### src/rtl/i2c_pkg.sv
// Shared I2C/SMBus definitions: FSM state codes,
// default Alert Response Address and bus-event bundle.
package i2c_pkg;

  localparam logic [2:0] ST_IDLE  = 3'd0;
  localparam logic [2:0] ST_ALERT = 3'd1;
  localparam logic [2:0] ST_ADDR  = 3'd2;
  localparam logic [2:0] ST_AACK  = 3'd3;
  localparam logic [2:0] ST_DATA  = 3'd4;
  localparam logic [2:0] ST_MACK  = 3'd5;

  localparam logic [6:0] ARA_DEFAULT = 7'h0C;

  typedef struct packed {
    logic start;
    logic stop;
    logic scl_rise;
    logic scl_fall;
    logic sda;
  } bus_evt_t;

  function automatic logic maj3(input logic [2:0] v);
    return (v[0] & v[1]) | (v[0] & v[2]) | (v[1] & v[2]);
  endfunction

endpackage

### src/rtl/i2c_bus_mon.sv
// SCL/SDA synchronizer and START/STOP/SCL-edge detector.
// I2C_ALERT_GLITCH_FLT_EN adds a 3-sample majority filter.
module i2c_bus_mon
  import i2c_pkg::*;
(
  input  logic     clk_i,
  input  logic     rstn_i,
  input  logic     scl_i,
  input  logic     sda_i,
  output bus_evt_t evt
);

  logic [1:0] scl_sync;
  logic [1:0] sda_sync;
  logic       scl_cur;
  logic       sda_cur;
  logic       scl_prev;
  logic       sda_prev;

  // two-flop synchronizers, reset to released bus
  always_ff @(posedge clk_i or negedge rstn_i) begin
    if (!rstn_i) begin
      scl_sync <= 2'b11;
      sda_sync <= 2'b11;
    end else begin
      scl_sync <= {scl_sync[0], scl_i};
      sda_sync <= {sda_sync[0], sda_i};
    end
  end

`ifdef I2C_ALERT_GLITCH_FLT_EN
  logic [1:0] scl_hist;
  logic [1:0] sda_hist;

  // history for majority vote over three samples
  always_ff @(posedge clk_i or negedge rstn_i) begin
    if (!rstn_i) begin
      scl_hist <= 2'b11;
      sda_hist <= 2'b11;
    end else begin
      scl_hist <= {scl_hist[0], scl_sync[1]};
      sda_hist <= {sda_hist[0], sda_sync[1]};
    end
  end

  assign scl_cur = maj3({scl_hist, scl_sync[1]});
  assign sda_cur = maj3({sda_hist, sda_sync[1]});
`else
  assign scl_cur = scl_sync[1];
  assign sda_cur = sda_sync[1];
`endif

  // previous sample for edge detection
  always_ff @(posedge clk_i or negedge rstn_i) begin
    if (!rstn_i) begin
      scl_prev <= 1'b1;
      sda_prev <= 1'b1;
    end else begin
      scl_prev <= scl_cur;
      sda_prev <= sda_cur;
    end
  end

  // SDA transitions while SCL stays high mark START/STOP
  always_comb begin
    evt          = '0;
    evt.start    = scl_cur & scl_prev
                 & sda_prev & ~sda_cur;
    evt.stop     = scl_cur & scl_prev
                 & ~sda_prev & sda_cur;
    evt.scl_rise = scl_cur & ~scl_prev;
    evt.scl_fall = ~scl_cur & scl_prev;
    evt.sda      = sda_cur;
  end

endmodule

### src/rtl/i2c_smb_alert_rsp.sv
// SMBus device-side alert responder: SMBALERT#, ARA ACK,
// address return with arbitration. I2C_ALERT_GLITCH_FLT_EN.
module i2c_smb_alert_rsp
  import i2c_pkg::*;
#(
  parameter logic [6:0] ARA_ADDR = ARA_DEFAULT,
  parameter logic       RSP_LSB  = 1'b0
) (
  input  logic       clk_i,
  input  logic       rstn_i,
  input  logic       rw_smbus_i,
  input  logic       rw_alert_i,
  input  logic [6:0] rw_oar_i,
  input  logic       scl_i,
  input  logic       sda_i,
  output logic       sda_oe_o,
  output logic       smb_alert_oe_o,
  output logic       alert_done_o,
  output logic       alert_arlo_o,
  output logic       busy_o
);

  bus_evt_t evt;

  logic [2:0] state, n_state;
  logic [6:0] sh, n_sh;
  logic [7:0] tx, n_tx;
  logic [2:0] cnt, n_cnt;
  logic       ph, n_ph;
  logic       n_sda_oe;
  logic       n_done;
  logic       n_arlo;

  i2c_bus_mon u_mon (
    .clk_i  (clk_i),
    .rstn_i (rstn_i),
    .scl_i  (scl_i),
    .sda_i  (sda_i),
    .evt    (evt)
  );

  // next-state: bus events override, then per-state bit handling
  always_comb begin
    n_state  = state;
    n_sh     = sh;
    n_tx     = tx;
    n_cnt    = cnt;
    n_ph     = ph;
    n_sda_oe = sda_oe_o;
    n_done   = 1'b0;
    n_arlo   = 1'b0;
    if (!rw_smbus_i) begin
      n_state  = ST_IDLE;
      n_sda_oe = 1'b0;
      n_cnt    = 3'd0;
      n_ph     = 1'b0;
    end else if (evt.stop) begin
      n_sda_oe = 1'b0;
      n_state  = rw_alert_i ? ST_ALERT : ST_IDLE;
    end else if (evt.start && state != ST_IDLE) begin
      n_state  = ST_ADDR;
      n_sda_oe = 1'b0;
      n_cnt    = 3'd0;
      n_sh     = 7'd0;
    end else begin
      unique case (state)
        ST_IDLE: begin
          if (rw_alert_i) n_state = ST_ALERT;
        end
        ST_ALERT: begin
          if (!rw_alert_i) n_state = ST_IDLE;
        end
        ST_ADDR: begin
          if (evt.scl_rise) begin
            n_sh = {sh[5:0], evt.sda};
            if (cnt == 3'd7) begin
              if ({sh, evt.sda} == {ARA_ADDR, 1'b1}) begin
                n_state = ST_AACK;
                n_ph    = 1'b0;
              end else begin
                n_state = ST_ALERT;
              end
            end else begin
              n_cnt = cnt + 3'd1;
            end
          end
        end
        ST_AACK: begin
          if (evt.scl_fall) begin
            if (ph) begin
              n_state  = ST_DATA;
              n_tx     = {rw_oar_i, RSP_LSB};
              n_sda_oe = ~rw_oar_i[6];
              n_cnt    = 3'd0;
            end else begin
              n_sda_oe = 1'b1;
            end
          end else if (evt.scl_rise) begin
            n_ph = 1'b1;
          end
        end
        ST_DATA: begin
          if (evt.scl_rise) begin
            if (tx[7] && !evt.sda) begin
              n_arlo   = 1'b1;
              n_sda_oe = 1'b0;
              n_state  = ST_ALERT;
            end else if (cnt == 3'd7) begin
              n_state = ST_MACK;
            end else begin
              n_cnt = cnt + 3'd1;
            end
          end else if (evt.scl_fall) begin
            n_tx     = {tx[6:0], 1'b0};
            n_sda_oe = ~tx[6];
          end
        end
        ST_MACK: begin
          if (evt.scl_fall) begin
            n_sda_oe = 1'b0;
          end else if (evt.scl_rise) begin
            n_done  = 1'b1;
            n_state = ST_IDLE;
          end
        end
        default: begin
          n_state  = ST_IDLE;
          n_sda_oe = 1'b0;
        end
      endcase
    end
  end

  // state, shifters and registered outputs
  always_ff @(posedge clk_i or negedge rstn_i) begin
    if (!rstn_i) begin
      state          <= ST_IDLE;
      sh             <= 7'd0;
      tx             <= 8'd0;
      cnt            <= 3'd0;
      ph             <= 1'b0;
      sda_oe_o       <= 1'b0;
      smb_alert_oe_o <= 1'b0;
      alert_done_o   <= 1'b0;
      alert_arlo_o   <= 1'b0;
    end else begin
      state          <= n_state;
      sh             <= n_sh;
      tx             <= n_tx;
      cnt            <= n_cnt;
      ph             <= n_ph;
      sda_oe_o       <= n_sda_oe;
      smb_alert_oe_o <= (n_state != ST_IDLE);
      alert_done_o   <= n_done;
      alert_arlo_o   <= n_arlo;
    end
  end

  assign busy_o = (state != ST_IDLE)
               && (state != ST_ALERT);

endmodule
### config.mk
export PLATFORM = sky130hd
export DESIGN_NAME = i2c_smb_alert_rsp
export DESIGN_NICKNAME = d
export VERILOG_FILES = /design/src/rtl/i2c_pkg.sv /design/src/rtl/i2c_bus_mon.sv /design/src/rtl/i2c_smb_alert_rsp.sv
export SDC_FILE = /design/constraint.sdc
export NUM_CORES = 1
export LEC_CHECK = 0
export ABC_AREA = 1
export BUFFER_PORTS_ARGS = -buffer_cell sky130_fd_sc_hd__buf_2
export CORE_ASPECT_RATIO = 1.1
export CORE_MARGIN = 5
export CORE_UTILIZATION = 39
export DETAILED_ROUTE_END_ITERATION = 8
export PLACE_DENSITY = 0.68
export SLEW_MARGIN = 40
export SYNTH_ARGS = -nofsm -noshare
export SYNTH_HDL_FRONTEND = slang
export SYNTH_HIERARCHICAL = 1
export SYNTH_SLANG_ARGS = --single-unit
### constraint.sdc
create_clock -name clk_i -period 1.7 [get_ports clk_i]
set_input_delay 0.085 -clock clk_i [delete_from_list [all_inputs] [get_ports clk_i]]
set_output_delay 0.085 -clock clk_i [all_outputs]
set_load 0.005 [all_outputs]
==> results_dict.tcl, run 1 <==
set metrics [dict create \
    outcome "completed" \
    routabilityCongestion 0.891 \
    avgSynthCellArea_sq_um 7.24 \
    drtAntennaViolNets 0 \
    ys_seq_elements 31 \
    wl_um 4490 \
    cts_tree "done" \
    wire_per_inst_um 12.9 \
    fin_cells 347 \
    yosysSeqAreaShare_pct 43.5 \
    dp_hpwl_um 2990 \
    rsz0062_at_grt "true" \
    holdCritPathClass "input port to flop" \
    rows 26 \
    grt.overflow.total 0 \
    finalClockSkew_ns 0.00743 \
    synth_top_area_share_pct 34.7 \
    clock_path_buffers 2 \
    synth_top_family_by_area "simple AND/OR/NAND/NOR gates" \
    cts_root_buffer "clkbuf_8" \
    layout-drive-gt1-share_pct 32.6 \
    antenna_found_initial 0 \
    synth_compound_area_share_pct 8.61 \
    syn_nets 264 \
    grt-busiest-layer "met2" \
    netlist.top_cell.by_area "dfrtp_1" \
    avgViaCountPerCell 5.00 \
    startpoint_type "flop" \
    cts_sinks 31 \
    grt_max_degree 32 \
    final_max_slew_viol_count 0 \
    vdd_drop_max_mv 0.508 \
    max_freq_mhz 590 \
    nets 305 \
    grt_pass1_vias 1574 \
    drt-pass1-iter-count 4 \
    htreeDepth 2 \
    io_pins 18 \
    cp-end-kind "flop" \
    grt_pass1_wl_um 6980 \
    drv_cap 0 \
    yosys.cell_types.count 26 \
    arrival_ns 1.86 \
    fin_crit_sh_pct 99.7 \
    hold_viol_final 0 \
    dieHeight_um 81.3 \
    clk_pin_slew_worst_paths_ns 0.07 \
    area_growth_pct 32.6 \
    criticalPathCategory "flop to flop" \
    vias 1736 \
    clkLatencyLatePin_ns 0.29 \
    cts_buffers 5 \
    numPortBuffers 17 \
    final_cell_mix "nand2_1 (76), inv_1 (29), dfrtp_1 (25), buf_2 (17)" \
    ys_warn_count 6 \
    syn_area_sq_mm 0.00180 \
    power.density_mw_per_mm2 774 \
    first_iter_violations 98 \
    use_met1_pct 19.1 \
    mostFrequentLayoutCell "nand2_1" \
    synth_xor_area_share_pct 0 \
    grtUsageTotal_pct 15.1 \
    crit_required_ns 1.87 \
    die_area_sq_mm 0.00608 \
    slew-limit-headroom_pct 53.7 \
    initial_core_util_pct 39.6 \
    drc 0 \
    die_w_um 74.8 \
    post-route-min-period_ns 1.69 \
    core_sq_mm 0.00455 \
    r2r_cells 8 \
    setup_viol 0 \
    antennaDiodeCount 0 \
    synthMuxAreaShare_pct 0 \
    power.total_uw 1850 \
    synthSimpleGateAreaFrac_pct 35.9 \
    worst_pin_slew_ns 0.694 \
    placed_cells 325 \
    met3_usage_pct 3.71 \
    p_leak_uw 0.00121 \
    synth_fa_ha_area_share_pct 1.39 \
    critPathMaxFanout 7 \
    min_path_cells 3 \
    met2_usage_pct 25.1 \
    syn-instance-count 249 \
    synth_area_leaders "dfrtp_1 (35%), nand2_1 (16%), dfstp_2 (8.8%)" \
]
## sequential cells by signal (all words and copies together), names as in the netlist
register	count
alert_arlo_o	1
alert_done_o	1
cnt	3
ph	1
sda_oe_o	1
sh	7
smb_alert_oe_o	1
state	3
tx	7
u_mon/scl_prev	1
u_mon/scl_sync	2
u_mon/sda_prev	1
u_mon/sda_sync	2
## logic make-up after synthesis
family	Yosys count
AND/OR/NAND/NOR	146
buffers and inverters	44
flip-flops	31
AO/OA/AOI/OAI	26
adder cells (fa/ha/maj)	2
## report_power, final
group	total [uW]	switching (uW)	leakage [uW]	internal, uW
Clock	750	276	0.0000612	474
Combinational	240	137	0.000791	103
Sequential	860	49.7	0.000353	810
## through the flow
step / setup TNS [ns] / setup slack, ns / area [sq um] / hold WS, ns / utilization, %
3_3_place_gp: -0.195 / -0.0590 / 1990 / 0.161 / 43.7
3_5_place_dp: -0.513 / -0.0907 / 1990 / 0.176 / 43.7
4_1_cts: 0 / 0.0307 / 2170 / 0.0464 / 47.7
5_1_grt: -1.10 / -0.0927 / 2390 / 0.0519 / 52.5
6_report: 0 / 0.00578 / 2390 / 0.0476 / 52.5
2_1_floorplan: 0 / 0.0638 / 1800 / -0.211 / -
## cell usage after synthesis, drive strengths merged
cell type	instances
inv	36
nor2	26
o211ai	1
ha	2
nand3	27
o21ai	21
dfrtp	25
a21oi	4
nand2	81
nand3b	1
nor4	3
nand4	5
dfstp	6
clkbuf	1
nor3	3
buf	7
## path summary, 6_finish.rpt
kind | from | to | slack, ns
min in group asynchronous | rstn_i | sda_oe_o$_DFFE_PN0P_ | 0.38
max in group asynchronous | rstn_i | state[0]$_DFF_PN0_ | 0.87
max reg2reg | u_mon/scl_sync[1]$_DFF_PN1_ | sh[3]$_DFFE_PN0P_ | 0.006
min | rw_oar_i[0] | tx[1]$_DFFE_PN0P_ | 0.05
max | u_mon/scl_sync[1]$_DFF_PN1_ | sh[3]$_DFFE_PN0P_ | 0.006
min reg2reg | u_mon/sda_sync[0]$_DFF_PN1_ | u_mon/sda_sync[1]$_DFF_PN1_ | 0.36
## worst max-delay path: stages, from the launching register on
cell	delay, ns
dfstp_2	0.61
inv_2	0.05
nor2_2	0.11
buf_6	0.15
buf_6	0.11
nand3_4	0.07
a21oi_4	0.22
clkbuf_16	0.18
o21ai_1	0.06
## layer usage
layer	part of all wire [%]	up-vias
li1	-	865
met1	42	811
met2	50	53
met4	1.7	0
met5	0	-
met3	5.9	7
## what timing repair did
action,in CTS,in global routing
hold buffers,3,0
buffers inserted,3,7
gates cloned,0,1
resized for setup,1,38
pin swaps,2,10
endpoints found under the hold margin,27,0
endpoints found under the setup margin,17,20
## final cells by class
type                    instances  area, sq um
well taps                      56         70.1
multi-input cells             174          953
clock buffers                   6         82.6
inverters                      36          140
repair buffers                 42          325
flip-flops and latches         31          783
clock inverters                 2         35.0
fillers                       460         2160
Power figures use the tool's default switching activity.
==> inputs of run 2 (changes only) <==
--- a/config.mk
+++ b/config.mk
@@ -15,5 +15,4 @@
 export SLEW_MARGIN = 40
 export SYNTH_ARGS = -nofsm -noshare
 export SYNTH_HDL_FRONTEND = slang
-export SYNTH_HIERARCHICAL = 1
 export SYNTH_SLANG_ARGS = --single-unit
==> results_dict.tcl, run 2 <==
set metrics [dict create \
    met3_length_um 186 \
    netlist.top_cell.by_area "dfrtp_1" \
    power_switching_uw 410 \
    antenna_found_initial 0 \
    outcome "completed" \
    cts_sinks 31 \
    synth_most_common_cell "nand2_1" \
    cts_root_buffer "clkbuf_8" \
    nets 264 \
    hold_viol_final 0 \
    post-route-min-period_ns 1.58 \
    grtUsageTotal_pct 14.4 \
    rsz0062_at_grt "true" \
    async_flop_share_pct 100 \
    syn_nets 233 \
    p_seq_share_pct 44.5 \
    grt_pass1_wl_um 6480 \
    cts_tree "done" \
    holdCritPathClass "input port to flop" \
    top_layer "met4" \
    synth_common_cells "nand2_1 (57), inv_1 (31), nand3_1 (27)" \
    switching_share_pct 22.0 \
    vdd_drop_max_mv 0.553 \
    grt_pass1_vias 1472 \
    clock_path_buffers 2 \
    layout-drive-gt1-share_pct 26.0 \
    setup_viol 0 \
    drv_cap 0 \
    avgSynthCellArea_sq_um 7.66 \
    numPortBuffers 17 \
    rows 25 \
    drc 0 \
    mostFrequentLayoutCell "nand2_1" \
    yosysSeqAreaShare_pct 46.9 \
    cts_buffers 5 \
    synth_top_area_share_pct 37.5 \
    wl_met2_um 1710 \
    final_cell_mix "nand2_1 (56), inv_1 (30), nand3_1 (25), dfrtp_1 (25), buf_2 (17)" \
    dieHeight_um 78.6 \
    clk_pin_slew_worst_paths_ns 0.07 \
    drt-met1-wl_um 1630 \
    grt_max_degree 32 \
    core_sq_mm 0.00422 \
    final_max_slew_viol_count 0 \
    area_growth_pct 22.8 \
    synth-edff-count 0 \
    cp-end-kind "flop" \
    dp_hpwl_um 2690 \
    htreeDepth 2 \
    yosys.cell_types.count 25 \
    synth_area_leaders "dfrtp_1 (37%), nand2_1 (13%), dfstp_2 (9.4%)" \
    power.density_mw_per_mm2 910 \
    syn_area_sq_mm 0.00167 \
    crit_required_ns 1.87 \
    die_w_um 72.4 \
    slew-limit-headroom_pct 54.5 \
    finish.utilization_pct 48.6 \
    criticalPathCategory "flop to flop" \
    vias 1453 \
    max_freq_mhz 634 \
    ys_seq_elements 31 \
    clkLatencyLatePin_ns 0.28 \
    drt-pass1-iter-count 4 \
    p_leak_uw 0.00107 \
    fin_cells 304 \
    critPathMaxFanout 14 \
    wire_per_inst_um 11.8 \
    arrival_ns 1.75 \
    io_pins 18 \
    worst_pin_slew_ns 0.682 \
    routabilityCongestion 0.965 \
    ys_warn_count 0 \
    reg_top3 "sh x7, tx x7" \
    syn-instance-count 218 \
    startpoint_type "flop" \
    synthFlopType "dfrtp_1" \
    drtAntennaViolNets 0 \
    internal_power_uw 1460 \
    initial_core_util_pct 39.6 \
    grt.overflow.total 0 \
    p_clk_share_pct 46.0 \
    fin_crit_sh_pct 92.7 \
    finalClockSkew_ns 0.00633 \
    first_iter_violations 88 \
    wl_um 3600 \
    power_frac_comb_pct 9.4 \
    placed_cells 292 \
    antennaDiodeCount 0 \
    fill_cells 401 \
    die_area_sq_mm 0.00569 \
    avgViaCountPerCell 4.78 \
]
[run 2: cell count changes after synthesis, sizes merged, moves of 2 or more]
cell,change
nor4,-3
inv,-2
buf,-5
nand2,-17
nand4,-2
a21oi,+2
nor2,-6
[run 2: area by class of cell]
class | count | area [sq um] | share of cell area [%]
clock inverter | 2 | 60.1 | 2.93
sequential | 31 | 783 | 38.2
multi-input combinational | 150 | 761 | 37.1
clock buffer | 6 | 72.6 | 3.54
tap | 54 | 67.6 | 3.29
inverter | 34 | 128 | 6.22
timing repair buffer | 27 | 180 | 8.78
[run 2: cells by family (layout without fill, tap and decap cells)]
logic type / Yosys count / in the layout / share of synthesized area, %
AOI/OAI and AO/OA: 29 / 29 / 10.6
DFF: 31 / 31 / 46.9
buffers and inverters: 37 / 69 / 8.99
adders and majority gates: 2 / 2 / 1.50
and+or+nand+nor: 119 / 119 / 32.1
[run 2: power by group through the flow]
stage          Clock, uW  Combinational (uW)  Sequential (uW)
3_5_place_dp           0                 168              843
2_1_floorplan          0                 108              838
6_report             859                 176              831
5_1_grt              906                 209              840
4_1_cts              882                 174              830
3_3_place_gp           0                 167              843
[run 2: path summary, 6_finish.rpt]
kind,from,to,slack (ns),cells after the start
min in group asynchronous,rstn_i,sh[1]$_DFFE_PN0P_,0.37,2
min reg2reg,u_mon.sda_sync[0]$_DFF_PN1_,u_mon.sda_sync[1]$_DFF_PN1_,0.36,0
max in group asynchronous,rstn_i,cnt[2]$_DFFE_PN0P_,0.89,2
min,rw_oar_i[0],tx[1]$_DFFE_PN0P_,0.04,3
max reg2reg,u_mon.scl_prev$_DFF_PN1_,tx[1]$_DFFE_PN0P_,0.12,8
max,u_mon.scl_prev$_DFF_PN1_,tx[1]$_DFFE_PN0P_,0.12,8
[run 2: critical path, stage by stage (launching register included)]
cell and delay [ns]:
dfstp_2 0.58, nand2_1 0.10, nor2_2 0.22, a21oi_4 0.12, nand2_2 0.13, nor2_4 0.05, buf_12 0.14, nand3_1 0.06
o21ai_0 0.07
[run 2: per-stage QoR]
step	TNS (ns)	power (uW)	hold WS [ns]	worst slack, ns	instance area (sq um)
floorplan	0	946	-0.211	0.216	1670
global placement	0	1010	0.168	0.0553	1850
detailed placement	0	1010	0.172	0.0596	1850
CTS	0	1890	0.0307	0.0564	2010
global route	-0.00614	1960	0.0429	-0.00614	2050
finish	0	1870	0.0374	0.124	2050
[run 2: timing repair]
item	4_1_cts	5_1_grt
setup buffers	0	1
hold buffers	3	0
hold endpoints to repair	27	0
gates resized for setup	0	7
endpoints found under the setup margin	0	13
[run 2: routing by layer]
layer	up-vias	global-route usage [%]
li1	751	-
met1	653	18.1
met2	40	23.3
met3	9	4.48
met4	0	4.98
met5	-	0
==> inputs of run 3 (changes only) <==
--- a/config.mk
+++ b/config.mk
@@ -11,7 +11,7 @@
 export CORE_MARGIN = 5
 export CORE_UTILIZATION = 39
 export DETAILED_ROUTE_END_ITERATION = 8
-export PLACE_DENSITY = 0.68
+export PLACE_DENSITY = 0.66
 export SLEW_MARGIN = 40
 export SYNTH_ARGS = -nofsm -noshare
 export SYNTH_HDL_FRONTEND = slang
==> constraint.sdc (replaced) <==
create_clock -name clk_i -period 1.5 [get_ports clk_i]
set_input_delay 0.075 -clock clk_i [delete_from_list [all_inputs] [get_ports clk_i]]
set_output_delay 0.075 -clock clk_i [all_outputs]
set_load 0.005 [all_outputs]
==> results_dict.tcl, run 3 (synthesis gave the netlist of run 2 again) <==
set metrics [dict create \
    worst_pin_slew_ns 0.667 \
    antennaDiodeCount 0 \
    r2r_start "u_mon.scl_prev$_DFF_PN1_" \
    drtAntennaViolNets 0 \
    final_cell_mix "nand2_1 (48), buf_4 (28), inv_1 (27), nand3_1 (25), dfrtp_1 (22)" \
    critPathMaxFanout 4 \
    grt_pass1_wl_um 6700 \
    holdCritPathClass "input port to flop" \
    vdd_drop_max_mv 0.540 \
    dp_slack_ns -0.0563 \
    switching_share_pct 25.0 \
    grt_pass1_vias 1518 \
    power.density_mw_per_mm2 851 \
    placed_cells 311 \
    p_clk_share_pct 40.7 \
    clk_pin_slew_worst_paths_ns 0.07 \
    rsz0062_at_grt "true" \
    layout-drive-gt1-share_pct 42.0 \
    drc 0 \
    r2r-end "smb_alert_oe_o$_DFF_PN0_" \
    startpoint_type "flop" \
    reg_top3 "sh x7, tx x7" \
    setup_viol 2 \
    avgViaCountPerCell 4.90 \
    htreeDepth 2 \
    power.total_uw 2020 \
    fin_crit_sh_pct 102 \
    clock_path_buffers 2 \
    wire_per_inst_um 12.4 \
    cts_buffers 5 \
    clkLatencyLatePin_ns 0.29 \
    die_area_sq_mm 0.00569 \
    io_pins 18 \
    criticalPathCategory "flop to flop" \
    slew-limit-headroom_pct 55.6 \
    finalClockSkew_ns 0.00579 \
    power_switching_uw 507 \
    holdWs_ns 0.0232 \
    grtUsageTotal_pct 15.0 \
    power_frac_comb_pct 12.5 \
    cts_root_buffer "clkbuf_8" \
    register_area_sq_um 787 \
    min_from "rw_oar_i[0]" \
    dp_hpwl_um 2860 \
    area_growth_pct 42.4 \
    rows 25 \
    arrival_ns 1.70 \
    cp-end-kind "flop" \
    numPortBuffers 17 \
    mostFrequentLayoutCell "nand2_1" \
    max_freq_mhz 653 \
    crit_required_ns 1.67 \
    die_w_um 72.4 \
    final_max_slew_viol_count 0 \
    hold-path-endpoint "tx[1]$_DFFE_PN0P_" \
    setup_ws_ns -0.0310 \
    max_stage_delay_ns 0.59 \
    critPathSlowestCell "dfstp_2" \
    nets 290 \
    fill_cells 370 \
    post-route-min-period_ns 1.53 \
    cts_sinks 31 \
    grt.overflow.total 0 \
    hold_viol_final 0 \
    fin_cells 330 \
    drt-pass1-iter-count 4 \
    p_leak_uw 0.00123 \
    grt_max_degree 32 \
    antenna_found_initial 0 \
    p_seq_share_pct 46.8 \
    internal_power_uw 1520 \
    vias 1618 \
    r2r_cells 7 \
    routabilityCongestion 0.873 \
    outcome "finished, violations left" \
    finish.utilization_pct 56.3 \
    multi_input_area_sq_um 871 \
    drv_cap 0 \
    failed_checks "negative setup slack" \
    min_path_cells 3 \
    r2r_setup_slack_ns -0.03 \
    wl_um 4100 \
    initial_core_util_pct 39.6 \
    cp_cell_sequence "nand2_1, nor2_4, nand2_1, nand3_1, nor2_1, a21oi_2, nand3_1" \
    core_sq_mm 0.00422 \
    first_iter_violations 57 \
    dieHeight_um 78.6 \
    cts_tree "done" \
]
## run 3: per-stage QoR
| stage | setup TNS (ns) | instance area [sq um] |
|---|---|---|
| floorplan | 0 | 1670 |
| global placement | -0.00351 | 2000 |
| detailed placement | -0.207 | 2000 |
| CTS | -0.00673 | 2190 |
| global route | -1.41 | 2380 |
| finish | -0.0508 | 2380 |
## run 3: metal layers
metal	track usage (%)	part of all wire [%]
met1	18.5	43
met2	25.0	51
met3	3.84	4.4
met4	5.54	2.3
met5	0	0
## run 3: power groups by stage
stage | Combinational (uW) | Sequential (uW) | Clock, uW
finish | 253 | 948 | 824
global route | 287 | 954 | 880
CTS | 223 | 945 | 839
detailed placement | 208 | 957 | 0
global placement | 205 | 956 | 0
floorplan | 123 | 949 | 0
## run 3: layout make-up
| class | count | share of cell area [%] |
|---|---|---|
| Timing Repair Buffer | 53 | 17.4 |
| Tap cell | 54 | 2.84 |
| Multi-Input combinational cell | 150 | 36.6 |
| Sequential cell | 31 | 33.1 |
| Clock buffer | 5 | 2.89 |
| Clock inverter | 3 | 1.84 |
| Inverter | 34 | 5.37 |
## run 3: repair_timing
action	in CTS	in global routing
pin swaps	6	11
setup endpoints to repair	6	23
hold endpoints to repair	27	0
gates resized for setup	13	35
hold buffers	3	0
gates cloned	0	1
buffers inserted	1	6
## run 3: worst max-delay path, delay by kind of cell (launching register included)
family / cells / cell delay, ns
AND/OR/NAND/NOR: 6 / 0.65
AO/OA/AOI/OAI: 1 / 0.17
flip-flops: 1 / 0.59
## run 3: how the worst max path moves through the flow
stage	from	end	slack (ns)	cells past startpoint
global route	cnt[0]$_DFFE_PN0P_	cnt[1]$_DFFE_PN0P_	-0.14	10
floorplan	u_mon.scl_sync[1]$_DFF_PN1_	smb_alert_oe_o$_DFF_PN0_	0.02	7
CTS	cnt[1]$_DFFE_PN0P_	cnt[0]$_DFFE_PN0P_	-0.004	10
global placement	u_mon.scl_prev$_DFF_PN1_	smb_alert_oe_o$_DFF_PN0_	-0.004	7
detailed placement	u_mon.scl_sync[1]$_DFF_PN1_	cnt[0]$_DFFE_PN0P_	-0.06	8
finish	u_mon.scl_prev$_DFF_PN1_	smb_alert_oe_o$_DFF_PN0_	-0.03	7
